`src/rtl/ctrl_pkg.sv`:
```
// Shared state codes, control-word table and write-enable mask for the
// multi-cycle datapath controller. One table serves the sequencer, the
// next-state logic and any datapath benches that need the decode.
package ctrl_pkg;

   localparam int ST_W   = 4;
   localparam int CTRL_W = 16;

   localparam logic [ST_W-1:0] S0  = 4'd0;
   localparam logic [ST_W-1:0] S1  = 4'd1;
   localparam logic [ST_W-1:0] S2  = 4'd2;
   localparam logic [ST_W-1:0] S3  = 4'd3;
   localparam logic [ST_W-1:0] S4  = 4'd4;
   localparam logic [ST_W-1:0] S5  = 4'd5;
   localparam logic [ST_W-1:0] S6  = 4'd6;
   localparam logic [ST_W-1:0] S7  = 4'd7;
   localparam logic [ST_W-1:0] S8  = 4'd8;
   localparam logic [ST_W-1:0] S9  = 4'd9;
   localparam logic [ST_W-1:0] S10 = 4'd10;

   // Control word emitted while idle; also the fallback for unused codes.
   localparam logic [CTRL_W-1:0] IDLE_CW = 16'h0000;

   // Bits [3:0] are the register-file and memory write enables; a stall
   // must never let one of these fire while the state is frozen.
   localparam logic [CTRL_W-1:0] WE_MASK = 16'h000F;

   // Per-state datapath control bits, indexed by state code.
   localparam logic [CTRL_W-1:0] CTRL_ROM [0:10] = '{
      16'h0000,   // S0  idle
      16'h8011,   // S1
      16'h4102,   // S2
      16'h2204,   // S3  loop head
      16'h1308,   // S4
      16'h0C41,   // S5
      16'h0A8F,   // S6
      16'h05C3,   // S7
      16'h0336,   // S8
      16'h01E9,   // S9  loop tail
      16'h00F1    // S10 completion
   };

endpackage

```
`src/rtl/ctrl_decode.sv`:
```
// Moore decode of the registered state into the datapath control word.
// Zero latency: purely combinational from the state register.
// During a stall the write enables are forced low so nothing commits.
module ctrl_decode
   import ctrl_pkg::*;
(
   input  logic [ST_W-1:0]   State_i,
   input  logic              Stall_i,
   output logic [CTRL_W-1:0] ControlWord_o
);

   logic [CTRL_W-1:0] w_raw_cw;

   // Table lookup; codes above S10 only appear after a fault, so emit idle.
   always_comb begin
      w_raw_cw = IDLE_CW;
      if (State_i <= S10) begin
         w_raw_cw = CTRL_ROM[State_i];
      end
   end

   // Mask write enables while the sequencer is frozen.
   always_comb begin
      ControlWord_o = w_raw_cw;
      if (Stall_i) begin
         ControlWord_o = w_raw_cw & ~WE_MASK;
      end
   end

endmodule

```
`src/rtl/control_sequencer.sv`:
```
// State register, loop-back iteration guard and status flags of the controller.
// State and flags update one edge after inputs; control word is same-cycle.
// Stall_i freezes state/counter/flags; Abort_i returns to S0 at the next edge.
module control_sequencer
   import ctrl_pkg::*;
#(
   parameter int STATE_W  = 4,
   parameter int CW_W     = 16,
   parameter int ITER_W   = 8,
   parameter int MAX_ITER = 255
)
(
   input  logic               Clk_i,
   input  logic               Rst_i,
   input  logic               Start_i,
   input  logic               Abort_i,
   input  logic               Stall_i,
   input  logic [STATE_W-1:0] NextState_i,
   output logic [STATE_W-1:0] CurrentState_o,
   output logic [CW_W-1:0]    ControlWord_o,
   output logic               Busy_o,
   output logic               Done_o,
   output logic [ITER_W-1:0]  IterCount_o,
   output logic               Overflow_o,
   output logic               Error_o
);

   logic [STATE_W-1:0] r_state;
   logic [ITER_W-1:0]  r_iter;
   logic               r_done;
   logic               r_ovf;
   logic               r_err;

   logic               w_illegal;
   logic               w_loop_back;
   logic               w_at_limit;

   // Classify the incoming next-state code against the current state.
   always_comb begin
      w_illegal   = (NextState_i > S10);
      w_loop_back = (r_state == S9) && (NextState_i == S3);
      w_at_limit  = (r_iter == ITER_W'(MAX_ITER));
   end

   // Sequencing FSM: reset > abort > stall > normal next-state loading.
   always_ff @(posedge Clk_i or posedge Rst_i) begin
      if (Rst_i) begin
         r_state <= S0;
         r_iter  <= '0;
         r_done  <= 1'b0;
         r_ovf   <= 1'b0;
         r_err   <= 1'b0;
      end else if (Abort_i) begin
         r_state <= S0;
         r_done  <= 1'b0;
      end else if (Stall_i) begin
         r_done  <= 1'b0;
      end else begin
         r_done <= 1'b0;
         if (r_state == S0) begin
            if (Start_i) begin
               // A new run clears last run's counter and sticky flags.
               r_iter <= '0;
               r_ovf  <= 1'b0;
               if (w_illegal) begin
                  r_err   <= 1'b1;
                  r_state <= S0;
               end else begin
                  r_err   <= 1'b0;
                  r_state <= NextState_i;
               end
            end
         end else if (w_illegal) begin
            r_state <= S0;
            r_err   <= 1'b1;
         end else if (w_loop_back) begin
            if (w_at_limit) begin
               // Limit reached: finish the run instead of looping again.
               r_state <= S10;
               r_ovf   <= 1'b1;
            end else begin
               r_state <= S3;
               r_iter  <= r_iter + 1'b1;
            end
         end else begin
            r_state <= NextState_i;
            r_done  <= (r_state == S10) && (NextState_i == S0);
         end
      end
   end

   ctrl_decode u_decode (
      .State_i       (r_state),
      .Stall_i       (Stall_i),
      .ControlWord_o (ControlWord_o)
   );

   // Status outputs straight from the registers.
   always_comb begin
      CurrentState_o = r_state;
      Busy_o         = (r_state != S0);
      Done_o         = r_done;
      IterCount_o    = r_iter;
      Overflow_o     = r_ovf;
      Error_o        = r_err;
   end

endmodule

```
`config.mk`:
```
export PLATFORM = sky130hd
export DESIGN_NAME = control_sequencer
export DESIGN_NICKNAME = d
export VERILOG_FILES = /design/src/rtl/ctrl_pkg.sv /design/src/rtl/ctrl_decode.sv /design/src/rtl/control_sequencer.sv
export SDC_FILE = /design/constraint.sdc
export NUM_CORES = 1
export LEC_CHECK = 0
export ABC_CLOCK_PERIOD_IN_PS = 2360
export CAP_MARGIN = 20
export CORE_MARGIN = 1
export CORE_UTILIZATION = 45
export DETAILED_ROUTE_END_ITERATION = 10
export PLACE_DENSITY = 0.79
export SETUP_SLACK_MARGIN = 0.4
export SLEW_MARGIN = 5
export SYNTH_ARGS = -nofsm -noshare
export SYNTH_HDL_FRONTEND = slang
export SYNTH_SLANG_ARGS = --single-unit
```
`constraint.sdc`:
```
create_clock -name Clk_i -period 2.36 [get_ports Clk_i]
set_clock_uncertainty 0.05 [all_clocks]
set_input_delay 0.236 -clock Clk_i [delete_from_list [all_inputs] [get_ports Clk_i]]
set_output_delay 0.236 -clock Clk_i [all_outputs]
set_load 0.03 [all_outputs]
```
==> flow_summary_export.csv <==
group,metric,value,unit
sta,timing_hold_violations_final,0,
sta,fmax,489,MHz
sta,grt_setup_unrepaired,"yes",
floorplan,io_pins,41,
yosys,syn_area,1210,um2
floorplan,dieArea,2900,um2
worst_setup_path,cp.required,2.07,ns
sta,fin_ws,0.315,ns
placed_design,pre_cts_slack,0.115,ns
clock_network,cts.sinks,15,
detailed_routing,drt-total-wl,4440,um
clock_network,cts_tree,"done",
yosys,ys_ff_latch,15,
detailed_routing,drtIter0Drc,56,
sta,tns,0,ns
floorplan,fp.dieH,53.9,um
yosys,synth_edf_count,0,
placed_design,gp_congestion,0.799,
placed_design,portBuffers,40,
grt,grt_use_total,0.268,
cells_and_area,fin_cells,238,
pwr,powerDensity,410,nW/um2
yosys,syn_inst,139,
pwr,leakage,0.000874,uW
clock_network,htree_levels,1,
sta,setup-violations-final,0,
clock_network,numCtsBuffers,3,
floorplan,rows,18,
grt,grt_pass1_wl,5550,um
sta,worstMarginPinSlew,0.586,ns
sta,relSlewSlack,0.609,
worst_setup_path,r2r_cells,8,
grt,overflow,0,
cells_and_area,finalNetCount,225,
grt,first_global_vias,1165,
worst_setup_path,r2r-start,"CurrentState_o[1]$_DFFE_PP0P_",
placed_design,dp_hpwl,2420,um
floorplan,start_util,0.484,
detailed_routing,drc,0,
worst_hold_path,hold_class,"in -> async",
floorplan,fp.coreArea,2500,um2
sta,layout_min_cycle_time,2.05,ns
sta,period_share,0.867,
worst_setup_path,reg2reg_to,"IterCount_o[0]$_DFFE_PP0P_",
detailed_routing,routedWlPerCell,18.6,um
yosys,ys_seq_area_frac,0.310,
floorplan,die_width,53.9,um
worst_setup_path,path_max_fanout,6,
detailed_routing,antenna_left,0,
clock_network,clock_latency,0.32,ns
detailed_routing,viasPerCell,5.98,
yosys,synthFlopType,"dfrtp_1",
cells_and_area,syn_to_final_growth,67.8,%
worst_setup_path,cp-end-kind,"primary output",
clock_network,holdBufCountCts,0,
worst_setup_path,setup.worst_path.start_class,"flip-flop",
clock_network,cts.clk_slew.worst_paths,0.11,ns
clock_network,cts.path.max_buffers,2,
yosys,yosysWarningCount,0,
grt,antenna_found_initial,0,
grt,grt_max_degree,22,
yosys,ys_types,41,
yosys,synth_nets,155,
pwr,power.total,833,uW
clock_network,cts_root_buffer,"clkbuf_4",
placed_design,dpl.cell_count,211,
yosys,syn_area_per_cell,8.70,um2
detailed_routing,vias,1424,
worst_setup_path,worstPathArrival,1.76,ns
detailed_routing,firstDrtPassIters,4,
cells_and_area,antennaDiodeCount,0,
cells_and_area,drive_above_1_share,0.389,
run,maxCapViolCount,0,
outcome,status,"completed",
worst_setup_path,path_class,"reg -> out",
worst_setup_path,rrSetupSlack,0.40,ns
sta,holdWs,0.215,ns
yosys,synthArstFlopShare,1.00,
sta,drv_slew,0,
pwr,irDropWorstVdd,0.000519,V
timing repair:
action | 4_1_cts | 5_1_grt
cloned | 0 | 1
setup endpoints to repair | 27 | 25
pin swaps | 1 | 14
resized for setup | 74 | 34
setup buffers | 3 | 19
worst max-delay path: stages, from the launching register on:
cell	delay [ns]
dfrtp_2	0.40
buf_4	0.16
ha_1	0.19
nor2b_1	0.21
a211oi_2	0.07
a211oi_2	0.22
buf_4	0.19
logic make-up after synthesis:
| kind of cell | count (synthesis) | share of synthesized area |
|---|---|---|
| AO/OA/AOI/OAI | 36 | 0.244 |
| flip-flops | 15 | 0.310 |
| buffers and inverters | 16 | 0.0527 |
| multiplexers | 5 | 0.0424 |
| adder cells (fa/ha/maj) | 7 | 0.0724 |
| AND/OR/NAND/NOR | 60 | 0.278 |
synthesized netlist by cell type (2+ instances only):
cell / count / area share
a22o_1: 2 / 0.014
nor2b_1: 2 / 0.010
nand3_1: 10 / 0.041
dfrtp_1: 15 / 0.31
o22ai_1: 2 / 0.010
ha_1: 7 / 0.072
a32o_1: 2 / 0.017
buf_1: 2 / 0.0062
inv_1: 10 / 0.031
and2_1: 5 / 0.026
nand2_1: 13 / 0.040
a211oi_1: 3 / 0.019
nand2b_1: 5 / 0.026
o21ai_0: 3 / 0.012
o21bai_1: 3 / 0.019
and3_1: 2 / 0.010
o211ai_1: 2 / 0.012
or4_1: 2 / 0.012
nor3_1: 3 / 0.012
nor2_1: 11 / 0.034
a21o_1: 2 / 0.012
a2111oi_2: 3 / 0.037
mux2i_1: 4 / 0.033
a21oi_1: 6 / 0.025
o21a_1: 2 / 0.012
buf_2: 3 / 0.012
worst max path at each step:
stage,from,end,slack (ns),depth (start not counted)
final,CurrentState_o[0]$_DFFE_PP0P_,ControlWord_o[2],0.31,6
after CTS,CurrentState_o[0]$_DFFE_PP0P_,ControlWord_o[2],0.30,7
after detailed placement,CurrentState_o[1]$_DFFE_PP0P_,ControlWord_o[1],0.12,6
after global placement,CurrentState_o[0]$_DFFE_PP0P_,ControlWord_o[2],0.18,7
after global routing,CurrentState_o[0]$_DFFE_PP0P_,ControlWord_o[2],0.27,6
after floorplan,CurrentState_o[1]$_DFFE_PP0P_,IterCount_o[0]$_DFFE_PP0P_,0.37,7
metal layers:
| layer | share of wire | track usage | wire length, um | up-vias |
|---|---|---|---|---|
| met5 | 0 | 0 | 0 | - |
| met4 | 0.028 | 0.0526 | 122 | 0 |
| met3 | 0.070 | 0.0508 | 312 | 11 |
| met2 | 0.50 | 0.440 | 2220 | 78 |
| met1 | 0.40 | 0.365 | 1780 | 684 |
| li1 | - | - | - | 651 |
sequential cells by signal, indices dropped and copies added, names as in the netlist:
| signal | flops |
|---|---|
| CurrentState_o | 4 |
| Done_o | 1 |
| Error_o | 1 |
| IterCount_o | 8 |
| Overflow_o | 1 |
metrics by stage:
step	area, um2	utilization
4_1_cts	1810	0.723
3_3_place_gp	1740	0.696
6_report	2030	0.812
3_5_place_dp	1740	0.696
2_1_floorplan	1280	-
5_1_grt	2030	0.812
report_power, final:
group          switching [uW]  internal [uW]
clock                     107           63.7
combinational             208            158
sequential               22.2            274
cell type report:
cell class	instances	area [um2]
clock inverter	1	5.00
clock buffer	3	22.5
tap	30	37.5
sequential	15	383
inverter	11	48.8
multi-input combinational	109	941
fill	139	469
timing repair buffer	69	593
placed cells by master, fill, tap and decap left out, drive strengths merged, types with 3 or more instances in the layout:
cell and count:
nor2 11, a21oi 6, inv 11, o21ai 4
and2 5, nand3 10, o21bai 3, clkdlybuf4s50 21
nand2 13, o211ai 4, mux2i 4, buf 39
dlygate4sd2 3, a211oi 3, nor3 3, ha 7
nand2b 5, dfrtp 15, a2111oi 3, clkbuf 6
(Power assumes the default switching activity.)
